## src/rtl/led_key_ctrl.sv

```systemverilog
// Debounced key toggles driving logic/toggle/blink/chase LED modes; led_out is registered one edge after sampling.
// Define LED_BLINK_EN to build the prescaler, blink phase and chase ring; without it modes 2/3 show tog.
module led_key_ctrl #(
  parameter int CH           = 4,
  parameter int DEBOUNCE_CYC = 20,
  parameter int BLINK_DIV    = 25_000_000
) (
  input  logic          clk,
  input  logic          rst_n,
  input  logic [CH-1:0] a,
  input  logic [CH-1:0] b,
  input  logic [CH-1:0] key_in,
  input  logic [1:0]    mode,
  output logic [CH-1:0] led_out
);
  localparam int DW = $clog2(DEBOUNCE_CYC);
  localparam logic [DW-1:0] DB_LAST = DW'(DEBOUNCE_CYC - 1);

  logic [CH-1:0]         key_meta;
  logic [CH-1:0]         key_s;
  logic [CH-1:0]         key_db;
  logic [CH-1:0]         tog;
  logic [CH-1:0][DW-1:0] db_cnt;

  // Keys idle high, so synchronisers and debounced level reset to "released".
  always_ff @(posedge clk or negedge rst_n) begin
    if (!rst_n) begin
      key_meta <= '1;
      key_s    <= '1;
      key_db   <= '1;
      tog      <= '0;
      db_cnt   <= '0;
    end else begin
      key_meta <= key_in;
      key_s    <= key_meta;
      for (int i = 0; i < CH; i++) begin
        if (key_s[i] == key_db[i]) begin
          db_cnt[i] <= '0;
        end else if (db_cnt[i] == DB_LAST) begin
          db_cnt[i] <= '0;
          key_db[i] <= key_s[i];
          if (!key_s[i]) begin
            tog[i] <= ~tog[i];
          end
        end else begin
          db_cnt[i] <= db_cnt[i] + DW'(1);
        end
      end
    end
  end

`ifdef LED_BLINK_EN
  localparam int PW = $clog2(BLINK_DIV);

  logic [PW-1:0] pre_cnt;
  logic          tick;
  logic          phase;
  logic [CH-1:0] chase;

  assign tick = (pre_cnt == PW'(BLINK_DIV - 1));

  // Rotate-left written as shift/or so a single channel keeps its one bit.
  always_ff @(posedge clk or negedge rst_n) begin
    if (!rst_n) begin
      pre_cnt <= '0;
      phase   <= 1'b0;
      chase   <= CH'(1);
    end else begin
      pre_cnt <= tick ? '0 : pre_cnt + PW'(1);
      if (tick) begin
        phase <= ~phase;
        chase <= (chase << 1) | (chase >> (CH - 1));
      end
    end
  end
`else
  logic [31:0] unused_blink_div;
  assign unused_blink_div = 32'(BLINK_DIV);
`endif

  always_ff @(posedge clk or negedge rst_n) begin
    if (!rst_n) begin
      led_out <= '0;
    end else begin
      case (mode)
        2'd0:    led_out <= (a ^ b) & ~key_db;
`ifdef LED_BLINK_EN
        2'd2:    led_out <= tog & {CH{phase}};
        2'd3:    led_out <= chase;
`endif
        default: led_out <= tog;
      endcase
    end
  end
endmodule

```

## config.mk

```make
export PLATFORM = sky130hd
export DESIGN_NAME = led_key_ctrl
export DESIGN_NICKNAME = d
export VERILOG_FILES = /design/src/rtl/led_key_ctrl.sv
export SDC_FILE = /design/constraint.sdc
export NUM_CORES = 1
export LEC_CHECK = 0
export BUFFER_PORTS_ARGS = -buffer_cell sky130_fd_sc_hd__buf_2
export CAP_MARGIN = 20
export CORE_MARGIN = 3
export CORE_UTILIZATION = 45
export DETAILED_ROUTE_END_ITERATION = 12
export GPL_ROUTABILITY_DRIVEN = 0
export SETUP_SLACK_MARGIN = 0.1
export SYNTH_ARGS = -nofsm -noshare
export SYNTH_HDL_FRONTEND = slang
export SYNTH_SLANG_ARGS = --single-unit
```

## constraint.sdc

```tcl
create_clock -name clk -period 2.38 [get_ports clk]
set_clock_uncertainty 0.15 [all_clocks]
set_input_delay 0.476 -clock clk [delete_from_list [all_inputs] [get_ports clk]]
set_output_delay 0.476 -clock clk [all_outputs]
set_load 0.05 [all_outputs]
```

==> results.toml, run 1 <==
[place]
place_area_um2 = 1910
port_buffers = 19
hpwl_mm = 1.86

[timing]
min_period_ns = 1.65
tightestPinTransition_ns = 0.480
finalSetupTns_ns = 0
slew_viol_final = 0
rsz0062_at_grt = "false"
setup_viol = 0
fmax_mhz = 605
hold_viol = 0
slew_headroom = 0.680
period_share = 0.695

[grt]
grt_pass1_wl_mm = 4.57
grtUsageMet1 = 0.168
gr-usage-met3 = 0.0394
grt-busiest-layer = "met2"
grt_pass1_vias = 1063
grt_usage = 0.133
grt_util_met2 = 0.217
grt_max_degree = 41
antenna_found_initial = 0
gr-total-overflow = 0

[die]
ios = 20
die_x_um = 68.3
std_cell_rows = 22
die_h_um = 68.3
coreArea_um2 = 3720
initial_core_util = 0.471
die-area_um2 = 4670

[clocking]
clk_pin_slew_ns = 0.07
clockRootBuffer = "clkbuf_8"
htreeDepth = 2
clk_path_buf_depth = 2
cts_buffers = 5
cts_tree = "done"
ctsHoldBuffers = 0
cts_post_setup_buffers_inserted = 0
worstSkewPairLatency_ns = 0.27
cts.sinks = 40
cts-resized-gates = 0

[worst_setup_path]
r2r_cells = 4
crit_cells = 4
path_buf_inv = 1
crit_chain = "inv_1 > ha_1 > nand2b_2 > mux2_4"
end_kind = "flop"
cp.arrival_ns = 1.71
slowest_delay_ns = 0.53
cpMaxStageDelayCell = "dfstp_2"
required_ns = 2.43
path_class = "reg -> reg"
worst-path-max-fanout = 6
critPathTopFamily = "flip-flops"
worstSetupStartpointType = "flop"

[power_and_ir_drop]
pwr-share-clk = 0.329
power_frac_comb = 0.080
leakagePower_nw = 0.893
peakVddDrop_uv = 395
switching_power_mw = 0.276
pwr_density_cell_nw_per_um2 = 621
seqPwrFrac = 0.592
switching_share = 0.223
intPower_mw = 0.960

[final_layout]
antenna_cells = 0
syn_to_final_growth_pct = 13.7
nNetsFinal = 188
drive_gt1_frac = 0.291
num-fill-cells = 320
final_area_um2 = 1990

[route]
vias = 1046
ant_nets = 0
wl_mm = 2.57
viasPerCell = 4.91
drt-initial-drc-count = 71
wire_per_inst_um = 12.1
first_pass_iters = 4
drcViolationCount = 0

[synthesis]
syn_avg_cell_area_um2 = 12.7
synthesis.area_um2 = 1750
syn_nets = 162
ys_ff_latch = 40
syn_inst = 138
synth.area.mux_share = 0.0343
synth-seq-area-share = 0.581
synth-simple-area-share = 0.185
synth_compound_area_frac = 0.0429
yosysWarnings = 0
synthAdderAreaFrac = 0.0572
synth_top_family_by_area = "simple AND/OR/NAND/NOR gates"
synth_cell_types = 26
synth_xor_area_frac = 0.0801

[flow_run]
drv_cap = 0

[run_status]
outcome = "completed"

[min_path]
hold_path_class = "in -> async"
==> state kept, by name, summed over array words and instances (netlist names) <==
signal,count
db_cnt,20
key_db,4
key_meta,4
key_s,4
led_out,4
tog,4
==> worst register-to-register path, delay by kind of cell (launching register included) <==
kind | cells | cell delay (ns)
buffers and inverters | 1 | 0.04
DFF | 1 | 0.53
adders and majority gates | 1 | 0.36
and+or+nand+nor | 1 | 0.22
muxes | 1 | 0.29
==> power by group through the flow <==
stage	logic, mW	clock network (mW)	registers, mW
2_1_floorplan	0.0475	0	0.752
3_3_place_gp	0.0964	0	0.741
3_5_place_dp	0.100	0	0.743
4_1_cts	0.101	0.429	0.731
5_1_grt	0.112	0.464	0.735
6_report	0.0985	0.406	0.731
==> metrics by stage <==
stage	cells	power, mW	hold slack, ns	utilization	setup WS, ns
6_report	213	1.24	0.0952	0.535	0.727
5_1_grt	213	1.31	0.117	0.535	0.674
4_1_cts	213	1.26	0.105	0.535	0.724
3_5_place_dp	205	0.844	0.197	0.513	0.735
3_3_place_gp	205	0.838	0.197	0.513	0.765
2_1_floorplan	138	0.799	0.0304	-	0.797
==> cell usage after synthesis <==
library cell,instances,area [um2]
dfrtp_1,28,701
dfstp_2,12,315
xnor2_1,12,105
ha_1,8,100
inv_1,8,30.0
nand2_1,8,30.0
nor3_1,8,40.0
nor2b_1,5,31.3
a31oi_1,4,25.0
mux2_4,4,60.1
nand3_1,4,20.0
nand3b_1,4,30.0
nand4b_1,4,35.0
nor2_1,4,15.0
o21ai_0,4,20.0
o31ai_1,4,30.0
xor2_1,4,35.0
and4bb_1,2,25.0
and4bb_4,2,32.5
nand2b_1,2,12.5
nor3b_1,2,15.0
and2b_2,1,8.76
clkbuf_1,1,3.75
nand2b_2,1,8.76
nor2b_4,1,13.8
or2_2,1,6.26
==> metal layers <==
layer / vias to the layer above / routed length [um] / part of all wire
met5: - / 0 / 0
met4: 0 / 34 / 0.013
met3: 5 / 117 / 0.046
met2: 17 / 1230 / 0.48
met1: 493 / 1190 / 0.46
li1: 531 / - / -
==> kinds of logic after synthesis <==
logic type | after synthesis
buffers and inverters | 9
flip-flops | 40
adder cells (fa/ha/maj) | 8
AO/OA/AOI/OAI | 12
multiplexers | 4
XOR/XNOR | 16
AND/OR/NAND/NOR | 49
==> final cells by class <==
class	count	area, um2	area share
clock buffer	7	76.3	0.0384
clock inverter	1	5.00	0.00252
tap	48	60.1	0.0302
timing repair buffer	20	103	0.0516
multi-input combinational	89	699	0.352
inverter	8	30.0	0.0151
sequential	40	1020	0.511
==> path summary, 6_finish.rpt <==
kind                                             from  slack, ns                    end
worst max-delay path               key_s[3]$_DFF_PN1_       0.73  key_db[3]$_DFFE_PN1P_
worst min-delay path                            rst_n        0.1    db_cnt[7]$_DFF_PN0_
worst max register to register     key_s[3]$_DFF_PN1_       0.73  key_db[3]$_DFFE_PN1P_
worst min register to register  key_meta[2]$_DFF_PN1_       0.21     key_s[2]$_DFF_PN1_
max in group asynchronous                       rst_n       1.63     key_s[2]$_DFF_PN1_
min in group clk                            key_in[1]       0.14  key_meta[1]$_DFF_PN1_
==> cell usage in the layout, fill, tap and decap left out, drive strengths merged, types with 6 or more instances in the layout <==
master | Yosys | final
nor2b | 6 | 6
nand2 | 8 | 8
xnor2 | 12 | 12
buf | 0 | 20
dfrtp | 28 | 28
ha | 8 | 8
inv | 8 | 8
dfstp | 12 | 12
nor3 | 8 | 8
clkbuf | 1 | 7
Power figures use the tool's default switching activity.
==> run 2, diff against run 1 <==
- PLACE_DENSITY: default -> 0.67
- clock period: 2.38 -> 1.34 ns (I/O delays scaled with it)
==> results.toml, run 2 (synthesis results as in run 1) <==
[clocking]
cts.sinks = 40
cts_buffers = 5
clockRootBuffer = "clkbuf_8"
cts_tree = "done"
clk_path_buf_depth = 2
clk_pin_slew_ns = 0.08
worstSkewPairLatency_ns = 0.29
htreeDepth = 2

[route]
vias = 1302
drt-initial-drc-count = 35
first_pass_iters = 4
wl_mm = 3.64
viasPerCell = 5.09
ant_nets = 0
drcViolationCount = 0
wire_per_inst_um = 14.2

[power_and_ir_drop]
intPower_mw = 2.01
peakVddDrop_uv = 823
pwr_density_cell_nw_per_um2 = 976
switching_power_mw = 0.616
pwr-share-clk = 0.372
switching_share = 0.235
power_frac_comb = 0.135
seqPwrFrac = 0.493
leakagePower_nw = 1.18

[die]
std_cell_rows = 22
die-area_um2 = 4670
die_x_um = 68.3
ios = 20
initial_core_util = 0.471
coreArea_um2 = 3720
die_h_um = 68.3

[worst_setup_path]
r2r_slack_ns = -0.13
slowest_delay_ns = 0.55
cp.arrival_ns = 1.55
worst-path-max-fanout = 2
path_class = "reg -> reg"
path_buf_inv = 1
r2r_cells = 4
regToRegEndpoint = "key_db[1]$_DFFE_PN1P_"
r2r-start = "key_s[1]$_DFF_PN1_"
required_ns = 1.41
worstSetupStartpointType = "flop"
crit_chain = "inv_2 > ha_4 > nand2b_4 > mux2_4"
end_kind = "flop"
critPathTopFamily = "flip-flops"
cpMaxStageDelayCell = "dfstp_2"

[min_path]
hold_depth = 3
holdPathEnd = "led_out[3]$_DFF_PN0_"
hold_path_class = "in -> reg"
min-delay-start = "b[3]"

[final_layout]
drive_gt1_frac = 0.630
largest_reg_flops = 20
regMostFlops = "db_cnt"
num-fill-cells = 246
multiInputGateArea_um2 = 962
final_common_cell = "buf_4"
syn_to_final_growth_pct = 53.5
antenna_cells = 0
regArea_um2 = 1020
nNetsFinal = 231
layout_common_cells = "buf_4 (30), dfrtp_1 (28), buf_2 (15)"

[grt]
antenna_found_initial = 0
grt_usage = 0.170
grt_pass1_wl_mm = 5.84
grt_pass1_vias = 1356
grt_max_degree = 41
gr-total-overflow = 0

[timing]
hold_viol = 0
finalSetupTns_ns = -0.873
period_share = 1.10
layout_setup_ws_ns = -0.132
min_period_ns = 1.47
tightestPinTransition_ns = 0.257
fmax_mhz = 679
rsz0062_at_grt = "true"
setup_viol = 12
slew_viol_final = 0
slew_headroom = 0.827

[place]
hpwl_mm = 2.30
pre_cts_slack_ns = -0.120
port_buffers = 19

[run_status]
outcome = "complete, but fails checks"
violations = "negative setup slack"

[flow_run]
drv_cap = 0
==> run 2: stage by stage <==
stage / instances / hold slack (ns) / power, mW / cell area (um2) / util
final: 256 / 0.117 / 2.62 / 2690 / 0.723
after global routing: 256 / 0.128 / 2.73 / 2690 / 0.723
after CTS: 251 / 0.115 / 2.59 / 2540 / 0.685
after detailed placement: 233 / 0.0994 / 1.56 / 2210 / 0.596
after global placement: 233 / 0.0983 / 1.54 / 2210 / 0.596
after floorplan: 138 / -0.178 / 1.43 / 1830 / -
==> run 2: how the worst max path moves through the flow <==
stage / startpoint / endpoint / slack, ns / cells past startpoint
after floorplan: db_cnt[0]$_DFF_PN0_ / key_db[0]$_DFFE_PN1P_ / -0.12 / 4
after global placement: key_s[0]$_DFF_PN1_ / key_db[0]$_DFFE_PN1P_ / -0.09 / 4
after detailed placement: key_s[0]$_DFF_PN1_ / key_db[0]$_DFFE_PN1P_ / -0.12 / 4
after CTS: key_s[1]$_DFF_PN1_ / key_db[1]$_DFFE_PN1P_ / -0.12 / 4
after global routing: db_cnt[1]$_DFF_PN0_ / key_db[0]$_DFFE_PN1P_ / -0.16 / 4
final: key_s[1]$_DFF_PN1_ / key_db[1]$_DFFE_PN1P_ / -0.13 / 4
==> run 2: repair_timing <==
action	CTS	global route
hold buffers	5	0
endpoints found under the setup margin	32	32
endpoints found under the hold margin	32	0
pin swaps	23	12
buffers inserted	7	7
gates resized for setup	37	20
==> run 2: layer usage <==
metal  wire [um]  vias up  track usage
li1            -      615            -
met1        1390      658        0.188
met2        2090       21        0.309
met3         107        8       0.0427
met4          53        0       0.0695
met5           0        -            0
==> run 2: worst min-delay path, cell delays in order <==
cell,delay (ns)
buf_2,0.08
xnor2_1,0.11
o31ai_1,0.06
==> run 2: power by group through the flow <==
stage                     clock network [mW]  logic [mW]  registers (mW)
after global placement                     0       0.235            1.31
after detailed placement                   0       0.246            1.31
after CTS                              0.989       0.306            1.29
after global routing                    1.04       0.392            1.30
final                                  0.976       0.355            1.29
after floorplan                            0      0.0980            1.34
==> run 2: area by class of cell <==
| cell class | count | area share |
|---|---|---|
| Clock inverter | 2 | 0.0130 |
| Timing Repair Buffer | 63 | 0.190 |
| Inverter | 8 | 0.0112 |
| Multi-Input combinational cell | 89 | 0.358 |
| Sequential cell | 40 | 0.378 |
| Tap cell | 48 | 0.0224 |
| Clock buffer | 6 | 0.0270 |
